**config.mk**
```make
export PLATFORM = sky130hd
export DESIGN_NAME = debug_cpu_control
export DESIGN_NICKNAME = d
export VERILOG_FILES = /design/src/rtl/debug_cpu_control.sv
export SDC_FILE = /design/constraint.sdc
export NUM_CORES = 1
export LEC_CHECK = 0
export CAP_MARGIN = 10
export CORE_MARGIN = 4
export CORE_UTILIZATION = 40
export DETAILED_ROUTE_END_ITERATION = 6
export PLACE_DENSITY = 0.69
export REMOVE_ABC_BUFFERS = 1
export SYNTH_ARGS = -nofsm -noshare
export SYNTH_HDL_FRONTEND = slang
export SYNTH_SLANG_ARGS = --single-unit
```
**constraint.sdc**
```tcl
create_clock -name i_clk -period 4.7 [get_ports i_clk]
set_input_delay 0.94 -clock i_clk [delete_from_list [all_inputs] [get_ports i_clk]]
set_output_delay 0.94 -clock i_clk [all_outputs]
set_load 0.03 [all_outputs]
```
**src/rtl/debug_cpu_control.sv**
```systemverilog
// rtl/debug_cpu_control.sv - run-control stage gating a 6502 core from debugger value-bus transactions
//
// Ports:
//   i_clk, i_reset_n             system clock, asynchronous active-low reset
//   i_value_id/rw/en/data        value-bus request (id, 1=read/0=write, strobe, write data)
//   o_value_data                 registered read data, held until the next in-range read
//   i_cpu_sync, i_cpu_address    6502 opcode-fetch flag and address bus
//   o_cpu_ce                     one-cycle CPU clock-enable pulse
//   o_cpu_reset_n                active-low reset to the 6502
//   o_halted                     registered HALTED indication
//
// Optional feature macro: DEBUG_CPU_BREAKPOINT_EN (address breakpoint on opcode fetch).

module debug_cpu_control #(
    parameter logic [15:0] ID_BASE         = 16'h0000,
    parameter int          CLK_DIV_DEFAULT = 20,
    parameter int          RESET_CYCLES    = 8
) (
    input  logic        i_clk,
    input  logic        i_reset_n,
    input  logic [15:0] i_value_id,
    input  logic        i_value_rw,
    input  logic        i_value_en,
    input  logic [15:0] i_value_data,
    output logic [15:0] o_value_data,
    input  logic        i_cpu_sync,
    input  logic [15:0] i_cpu_address,
    output logic        o_cpu_ce,
    output logic        o_cpu_reset_n,
    output logic        o_halted
);

    typedef enum logic [2:0] {
        ST_HALTED    = 3'd0,
        ST_RUNNING   = 3'd1,
        ST_STEP_CYC  = 3'd2,
        ST_STEP_INS  = 3'd3,
        ST_RESETTING = 3'd4
    } state_t;

    localparam logic [15:0] CMD_RUN       = 16'd1;
    localparam logic [15:0] CMD_HALT      = 16'd2;
    localparam logic [15:0] CMD_STEP_CYC  = 16'd3;
    localparam logic [15:0] CMD_STEP_INS  = 16'd4;
    localparam logic [15:0] CMD_RESET     = 16'd5;
    localparam logic [15:0] RST_LAST      = 16'(RESET_CYCLES - 1);
    localparam logic [15:0] DIV_DEFAULT   = 16'(CLK_DIV_DEFAULT);

    state_t      state, state_nxt;
    logic [15:0] clk_div;
    logic [15:0] div_act;       // divider value in use; picks up clk_div only at a wrap or while halted
    logic [15:0] div_cnt;
    logic [15:0] div_top;
    logic [31:0] cycles;
    logic [15:0] step_count;
    logic [15:0] remaining;
    logic [15:0] reset_cnt;
    logic        bp_hit;
    logic        cpu_reset_n;
    logic        halted;
    logic [15:0] value_data;
    logic        ce;

    logic [15:0] offset;
    logic        in_range, wr, rd, cmd_wr;
    logic [15:0] rd_mux;
    logic        bp_now;

    // FSM side effects decoded alongside next state
    logic        take_run, take_step, reset_start, reset_done, rem_dec, bp_set;

`ifdef DEBUG_CPU_BREAKPOINT_EN
    logic [15:0] bp_addr;
    logic        bp_en;
`endif

    assign offset   = i_value_id - ID_BASE;
    assign in_range = (offset[15:3] == 13'd0);
    assign wr       = i_value_en & ~i_value_rw & in_range;
    assign rd       = i_value_en &  i_value_rw & in_range;
    assign cmd_wr   = wr & (offset[2:0] == 3'd1);

    // A divider value of 0 behaves like 1 (pulse every cycle)
    assign div_top  = (div_act == 16'd0) ? 16'd0 : div_act - 16'd1;
    assign ce       = (state != ST_HALTED) && (div_cnt == div_top);

`ifdef DEBUG_CPU_BREAKPOINT_EN
    assign bp_now = ce & bp_en & i_cpu_sync & (i_cpu_address == bp_addr) &
                    ((state == ST_RUNNING) || (state == ST_STEP_CYC) || (state == ST_STEP_INS));
`else
    logic unused_bp_addr;
    assign unused_bp_addr = ^i_cpu_address;
    assign bp_now = 1'b0;
`endif

    always_ff @(posedge i_clk or negedge i_reset_n) begin
        if (!i_reset_n) begin
            state <= ST_HALTED;
        end else begin
            state <= state_nxt;
        end
    end

    // Accepted commands take priority over every internal transition;
    // RUN/STEP outside HALTED are not accepted, so they never block one.
    always_comb begin
        state_nxt   = state;
        take_run    = 1'b0;
        take_step   = 1'b0;
        reset_start = 1'b0;
        reset_done  = 1'b0;
        rem_dec     = 1'b0;
        bp_set      = 1'b0;
        if (cmd_wr && i_value_data == CMD_RUN && state == ST_HALTED) begin
            state_nxt = ST_RUNNING;
            take_run  = 1'b1;
        end else if (cmd_wr && (i_value_data == CMD_STEP_CYC || i_value_data == CMD_STEP_INS) &&
                     state == ST_HALTED && step_count != 16'd0) begin
            state_nxt = (i_value_data == CMD_STEP_CYC) ? ST_STEP_CYC : ST_STEP_INS;
            take_step = 1'b1;
        end else if (cmd_wr && i_value_data == CMD_HALT) begin
            state_nxt = ST_HALTED;
        end else if (cmd_wr && i_value_data == CMD_RESET) begin
            state_nxt   = ST_RESETTING;
            reset_start = 1'b1;
        end else begin
            case (state)
                ST_RUNNING: begin
                    if (bp_now) begin
                        state_nxt = ST_HALTED;
                        bp_set    = 1'b1;
                    end
                end
                ST_STEP_CYC: begin
                    if (bp_now) begin
                        state_nxt = ST_HALTED;
                        bp_set    = 1'b1;
                    end else if (ce) begin
                        rem_dec = 1'b1;
                        if (remaining == 16'd1) state_nxt = ST_HALTED;
                    end
                end
                ST_STEP_INS: begin
                    if (bp_now) begin
                        state_nxt = ST_HALTED;
                        bp_set    = 1'b1;
                    end else if (ce && i_cpu_sync) begin
                        rem_dec = 1'b1;
                        if (remaining == 16'd1) state_nxt = ST_HALTED;
                    end
                end
                ST_RESETTING: begin
                    if (ce && reset_cnt == RST_LAST) begin
                        state_nxt  = ST_HALTED;
                        reset_done = 1'b1;
                    end
                end
                default: state_nxt = ST_HALTED;
            endcase
        end
    end

    always_comb begin
        rd_mux = 16'h0000;
        case (offset[2:0])
            3'd0: rd_mux = {11'b0, cpu_reset_n, bp_hit, state};
            3'd2: rd_mux = step_count;
            3'd3: rd_mux = cycles[15:0];
            3'd4: rd_mux = cycles[31:16];
`ifdef DEBUG_CPU_BREAKPOINT_EN
            3'd5: rd_mux = bp_addr;
            3'd6: rd_mux = {15'b0, bp_en};
`endif
            3'd7: rd_mux = clk_div;
            default: rd_mux = 16'h0000;
        endcase
    end

    always_ff @(posedge i_clk or negedge i_reset_n) begin
        if (!i_reset_n) begin
            clk_div     <= DIV_DEFAULT;
            div_act     <= DIV_DEFAULT;
            div_cnt     <= 16'd0;
            cycles      <= 32'd0;
            step_count  <= 16'd0;
            remaining   <= 16'd0;
            reset_cnt   <= 16'd0;
            bp_hit      <= 1'b0;
            cpu_reset_n <= 1'b1;
            halted      <= 1'b1;
            value_data  <= 16'h0000;
        end else begin
            halted      <= (state_nxt == ST_HALTED);
            cpu_reset_n <= (state_nxt != ST_RESETTING);

            if (state_nxt == ST_HALTED || ce) begin
                div_cnt <= 16'd0;
            end else if (state != ST_HALTED) begin
                div_cnt <= div_cnt + 16'd1;
            end
            if (state == ST_HALTED || ce) begin
                div_act <= clk_div;
            end

            if (reset_done) begin
                cycles <= 32'd0;
            end else if (ce && cpu_reset_n) begin
                cycles <= cycles + 32'd1;
            end

            if (reset_start) begin
                reset_cnt <= 16'd0;
            end else if (state == ST_RESETTING && ce) begin
                reset_cnt <= reset_cnt + 16'd1;
            end

            if (take_step) begin
                remaining <= step_count;
            end else if (rem_dec) begin
                remaining <= remaining - 16'd1;
            end

            if (take_run || take_step) begin
                bp_hit <= 1'b0;
            end else if (bp_set) begin
                bp_hit <= 1'b1;
            end

            if (wr) begin
                case (offset[2:0])
                    3'd2: step_count <= i_value_data;
                    3'd7: clk_div    <= i_value_data;
                    default: ;
                endcase
            end

            if (rd) begin
                value_data <= rd_mux;
            end
        end
    end

`ifdef DEBUG_CPU_BREAKPOINT_EN
    always_ff @(posedge i_clk or negedge i_reset_n) begin
        if (!i_reset_n) begin
            bp_addr <= 16'h0000;
            bp_en   <= 1'b0;
        end else if (wr) begin
            if (offset[2:0] == 3'd5) bp_addr <= i_value_data;
            if (offset[2:0] == 3'd6) bp_en   <= i_value_data[0];
        end
    end
`endif

    assign o_cpu_ce      = ce;
    assign o_cpu_reset_n = cpu_reset_n;
    assign o_halted      = halted;
    assign o_value_data  = value_data;

endmodule

```
### After elaboration in Yosys (flattened, before gate mapping)

Index checks and enable logic that the tools add are counted.

* add/sub/neg operators: 5
* $mul: 0
* divide/modulo/power cells: 0
* $lt $le $gt $ge: 0
* equality and inequality tests: 18
* shift operators: 0
* multiplexer cells: 41
* bitwise gates (word level): 6
* reductions and logical operators: 29

Operators by type and width (count)
* $mux 16: 7
* $pmux 16 s5: 1
* $mux 32: 2
* $eq 16x3->1 const B: 3
* $add 16x1->16 const B: 2
* $add 32x1->32 const B: 1
* $eq 16x1->1 const B: 2
* $eq 16x2->1 const B: 2
* $sub 16x1->16 const B: 2
* $mux 3: 8
* $mux 1: 21
* $eq 16x16->1: 1
* $logic_not 16->1: 1
* $reduce_bool 16->1: 1
* $logic_not 13->1: 1
* $eq 3x2->1 const B: 4
* $logic_and 1x1->1: 12
* $pmux 3 s4: 1
* $eq 3x3->1 const B: 3
* $logic_not 3->1: 3
* $reduce_bool 2->1: 4
* $eq 3x1->1 const B: 2
* $and 1x1->1: 5
* $logic_or 1x1->1: 4
* other kinds (5): 6

* flip-flop bits (word level): 150
* bits in latches: 0
* memory bits (writable): 0
* ROM bits: 0
* input bits: 53
* output and inout bits: 19
* word-level logic and storage cells: 111
* memories kept: 0

### Logic depth before layout (Yosys ltp)

* depth in word-level cells: 14
* mapped depth: 15
* mapped depth without buffers: 12

### Worst setup path after synthesis

OpenSTA, ideal clock, no wires.

* path kind: flip-flop to output port
* from: register div_act[0]
* to: output o_cpu_ce
* arrival: 3.027 ns
* data required time: 3.760 ns
* path slack: 0.733 ns
* stages on the path, launching flop included: 12
* buffers on the path: 1
* path through: dfrtp_1 inv_1 ha_1 or3b_2 clkbuf_1 o31ai_1 a31oi_1 or3_1 a221oi_2 and3_1 nand2_1 inv_1

* cells in the longest elaborated chain, start to end: 4
* elaborated cells between the ends (all ways): 5
* those cells by class: add/sub: 1; eq/ne: 1; mux: 1; reduce/logical: 2

Ends and longest elaborated chain
* start: declaration: line 51 `logic [15:0] div_act;`
* start signal: assignment: line 202 `div_act <= clk_div;`
* $sub 16x1->16 or $logic_not 16->1 (tied branches): line 84 `assign div_top = (div_act == 16'd0) ? 16'd0 : div_act - 16'd1;`
* $mux 16 (*): line 84
* $eq 16x16->1 (*): line 85 `assign ce = (state != ST_HALTED) && (div_cnt == div_top);`
* $logic_and 1x1->1 (*): line 85
* end: declaration: line 28 `output logic o_cpu_ce,`

Mark *: on every way between the ends. The rest lies on a longest branch, timed or not.

### Worst setup path after layout

* from: register div_act[7]
* to: output o_cpu_ce

Same word-level chain as after synthesis.

==> results.txt <==
----------------------------------------------------
[Floorplan]
  Initial cell density of the core ... 0.413
  Core Area ... 0.0205 mm2
  Vertical die dimension ... 153 um
  Number of primary I/O pins ... between 70 and 80
  Floorplan die area ... ~0.024 mm2
  Horiz. Die Dim ... 153 um
  Cell Rows ... 52

[STA]
  Period Utilization, post-route ... 0.971
  Setup violation total in the final timing report ... 0
  Time the final worst path needs with I/O delays and setup ... 4.56 ns
  Total count of hold-check failures in the final report ... 0
  Total negative slack for setup checks ... 0 ns
  Worst-margin pin slew ... 0.988 ns
  Clock Skew ... 0.0127 ns
  Final worst slack ... 0.138 ns
  Unrepaired setup endpoints after global routing ... no
  Highest attainable clock frequency ... approximately 220 MHz
  Final-report max-slew violation count ... 0
  Worst max-slew margin expressed relative to the limit ... 0.342

[Global route]
  Total grt overflow ... 0
  Largest net degree at the start of global routing ... ~110
  Initial antenna violation count ... 0
  Tot GR Track Use ... 0.194
  Vias in the first global route ... between 6000 and 7000
  Wire length of the first global-routing pass ... 37000 um

[Setup path]
  R2r setup slk ... approximately 0.51 ns
  Crit path capture type ... primary output
  Arrival @ worst endpoint ... around 3.6 ns
  Required arrival time at the worst endpoint ... between 3 and 4 ns
  Cell count of the worst reg-to-reg path ... 10
  Worst Setup Path Type ... reg2out
  CP Launch Type ... flip-flop
  Worst reg2reg endpoint ... reset_cnt[4]
  Critical path fanouts, max ... 9
  Reg-to-reg critical path startpoint ... div_act[7]

[Clock tree]
  Maximum clock path buffer count ... 2
  Library cell used as clock root buffer ... sky130_fd_sc_hd__clkbuf_16
  # H-tree levels ... 4
  Clock buffer count from CTS ... 17
  Clock sink total ... 149
  TritonCTS clock tree ... done
  Clock-pin transition on the worst setup and hold timing paths ... 0.07 ns
  Insertion delay of the later-clocked pin in the worst-skew pair ... 0.43 ns

[Route]
  Metal2 WL ... 10500 um
  Wire length per cell after detailed routing ... ~18 um
  Number of antenna-violating nets in the routed design ... 0
  Met3 Wirelength ... 1540 um
  Total iterations of the first detailed-routing run ... 5
  Topmost layer with routed signal wires ... met4
  Vias per cell ... 5.75
  Routed length on met1 ... 10400 um
  Number of remaining DRC errors ... 0
  Initial DRC Count ... approximately 530
  Via total after detailed routing ... 7148
  Post-Route WL ... roughly 23000 um

[Min path]
  Number of cells on the worst hold path ... 2
  Hold EP ... o_value_data[13]
  Worst min-delay path category ... reg2reg
  Hold Crit Start ... o_value_data[13]

[Pwr]
  Reported leakage power ... between 4 and 5 nW
  Power per Cell Area ... 278 mW/mm2
  Worst vdd rail ir drop ... ~150 uV

[Placed design]
  Post-Place Setup Slack ... roughly 0.53 ns
  Count of port buffers added during placement ... 55
  RD Place Congestion ... slightly below 0.9
  Estimated wirelength of the detail-placed design ... 16400 um

[Layout]
  Layout cell share with drive strength beyond 1 ... 0.137
  Most common cell after layout, fill and taps aside ... sky130_fd_sc_hd__dfrtp_1
  Commonest cells after routing, fill and taps aside ... sky130_fd_sc_hd__dfrtp_1 (143), sky130_fd_sc_hd__nand2_1 (87), sky130_fd_sc_hd__nor2_1 (79)
  Antenna cells ... 0
  Total number of nets in the final design ... 1020
  Layout-stage area growth over the synthesis result ... 17.6%
  Filler Cells Inserted ... 1915

[Logic synthesis]
  Mean instance size in the synthesized netlist ... 9.33 um2
  Main flop type after synthesis ... sky130_fd_sc_hd__dfrtp_1
  Synthesis warning total ... 0
  Synth cell types ... 60
  Fraction of the yosys area taken by sequential cells ... 0.442
  Number of synthesized flops with an enable pin ... 0
  Synth Register Bits ... 149
  Fraction of registers with async set/reset ... 1.00
  Post-synthesis instance area ... 0.00845 mm2
  Instance count of the mapped netlist ... 906

[Job]
  MaxCap Viol Count ... 0

[Status]
  Run status ... finished, final reports clean

----------------------------------------------------
[synth_stat cells (all sizes together) (3+ instances only)]
| cell type | count | area, um2 |
|---|---|---|
| and4 | 9 | 78.8 |
| or3 | 23 | 144 |
| and3 | 19 | 119 |
| buf | 9 | 55.1 |
| a22oi | 13 | 97.6 |
| nand3 | 31 | 155 |
| nor2b | 4 | 25.0 |
| o21ai | 76 | 384 |
| a222oi | 3 | 30.0 |
| nor4b | 8 | 70.1 |
| nor3b | 3 | 22.5 |
| mux2 | 52 | 586 |
| a21oi | 25 | 125 |
| nor2 | 79 | 297 |
| and2 | 10 | 62.6 |
| nand4b | 4 | 35.0 |
| mux2i | 17 | 170 |
| nand2b | 3 | 18.8 |
| or2 | 8 | 50.1 |
| a22o | 5 | 43.8 |
| nand4 | 24 | 150 |
| dfstp | 6 | 158 |
| ha | 6 | 75.1 |
| dfrtp | 143 | 3580 |
| xor2 | 19 | 166 |
| o31ai | 4 | 30.0 |
| inv | 23 | 86.3 |
| xnor2 | 52 | 455 |
| a221oi | 3 | 32.5 |
| or4 | 7 | 60.1 |
| nand2 | 87 | 327 |
| nor4 | 37 | 268 |
| nor3 | 39 | 206 |
| clkbuf | 34 | 128 |
[worst max path at each step]
stage	startpoint	endpoint	slack [ns]	cells past startpoint
finish	div_act[7]	o_cpu_ce	0.14	9
global route	div_act[7]	o_cpu_ce	0.02	9
CTS	div_act[0]	o_cpu_ce	0.09	11
detailed placement	div_act[0]	reset_cnt[4]	0.53	12
global placement	div_act[0]	reset_cnt[4]	0.60	12
floorplan	div_act[0]	div_act[10]	0.18	10
[layer usage]
layer	global-route usage	up-vias
met5	0	-
met4	0.0597	0
met3	0.0464	34
met2	0.300	226
met1	0.272	3494
li1	-	3394
[stage by stage]
stage,hold slack [ns],cell area [um2],util,total power [mW],instances
after global placement,0.466,9350,0.456,1.41,1212
after detailed placement,0.469,9350,0.456,1.41,1212
after floorplan,0.467,8270,-,1.33,863
after global routing,0.515,9950,0.485,2.85,1243
after CTS,0.484,9940,0.485,2.78,1243
final,0.477,9950,0.485,2.77,1243
[repair_timing]
action / CTS / global route
hold buffers: 0 / 0
setup buffers: 0 / 0
gates resized for setup: 0 / 2
endpoints found under the setup margin: 0 / 1
[flip-flops by register name (all words and copies together) (netlist names), 16 cells and up]
name / flops
div_act: 16
step_count: 16
remaining: 16
div_cnt: 16
o_value_data: 16
clk_div: 16
reset_cnt: 16
cycles: 32
[logic make-up after synthesis]
group | Yosys count | synth area share
AO/OA/AOI/OAI | 147 | 0.105
XOR/XNOR | 71 | 0.0736
adder cells (fa/ha/maj) | 6 | 0.00888
buffers and inverters | 66 | 0.0318
flip-flops | 149 | 0.442
multiplexers | 69 | 0.0894
AND/OR/NAND/NOR | 398 | 0.250
[worst max-delay path: stages (launching register included)]
cell and delay [ns]:
sky130_fd_sc_hd__dfrtp_1 0.44, sky130_fd_sc_hd__or4_1 0.74, sky130_fd_sc_hd__nor4_4 0.63, sky130_fd_sc_hd__nor3_1 0.14
sky130_fd_sc_hd__a211o_1 0.33, sky130_fd_sc_hd__a221oi_2 0.27, sky130_fd_sc_hd__and3_1 0.26, sky130_fd_sc_hd__nand2_1 0.12
sky130_fd_sc_hd__inv_1 0.13, sky130_fd_sc_hd__buf_12 0.13
[cell type report]
| type | count | area [um2] | share of cell area |
|---|---|---|---|
| multi-input combinational | 691 | 4460 | 0.448 |
| sequential | 149 | 3740 | 0.376 |
| timing repair buffer | 79 | 742 | 0.0746 |
| tap | 270 | 338 | 0.0340 |
| clock buffer | 18 | 439 | 0.0442 |
| clock inverter | 13 | 148 | 0.0148 |
| inverter | 23 | 86.3 | 0.00868 |
[report_power, final]
group          internal, mW  switching, mW  leakage [nW]
logic                0.0394         0.0641          1.95
clock network         0.802          0.576         0.288
registers              1.28        0.00188          1.95
Power figures use the tool's default switching activity.
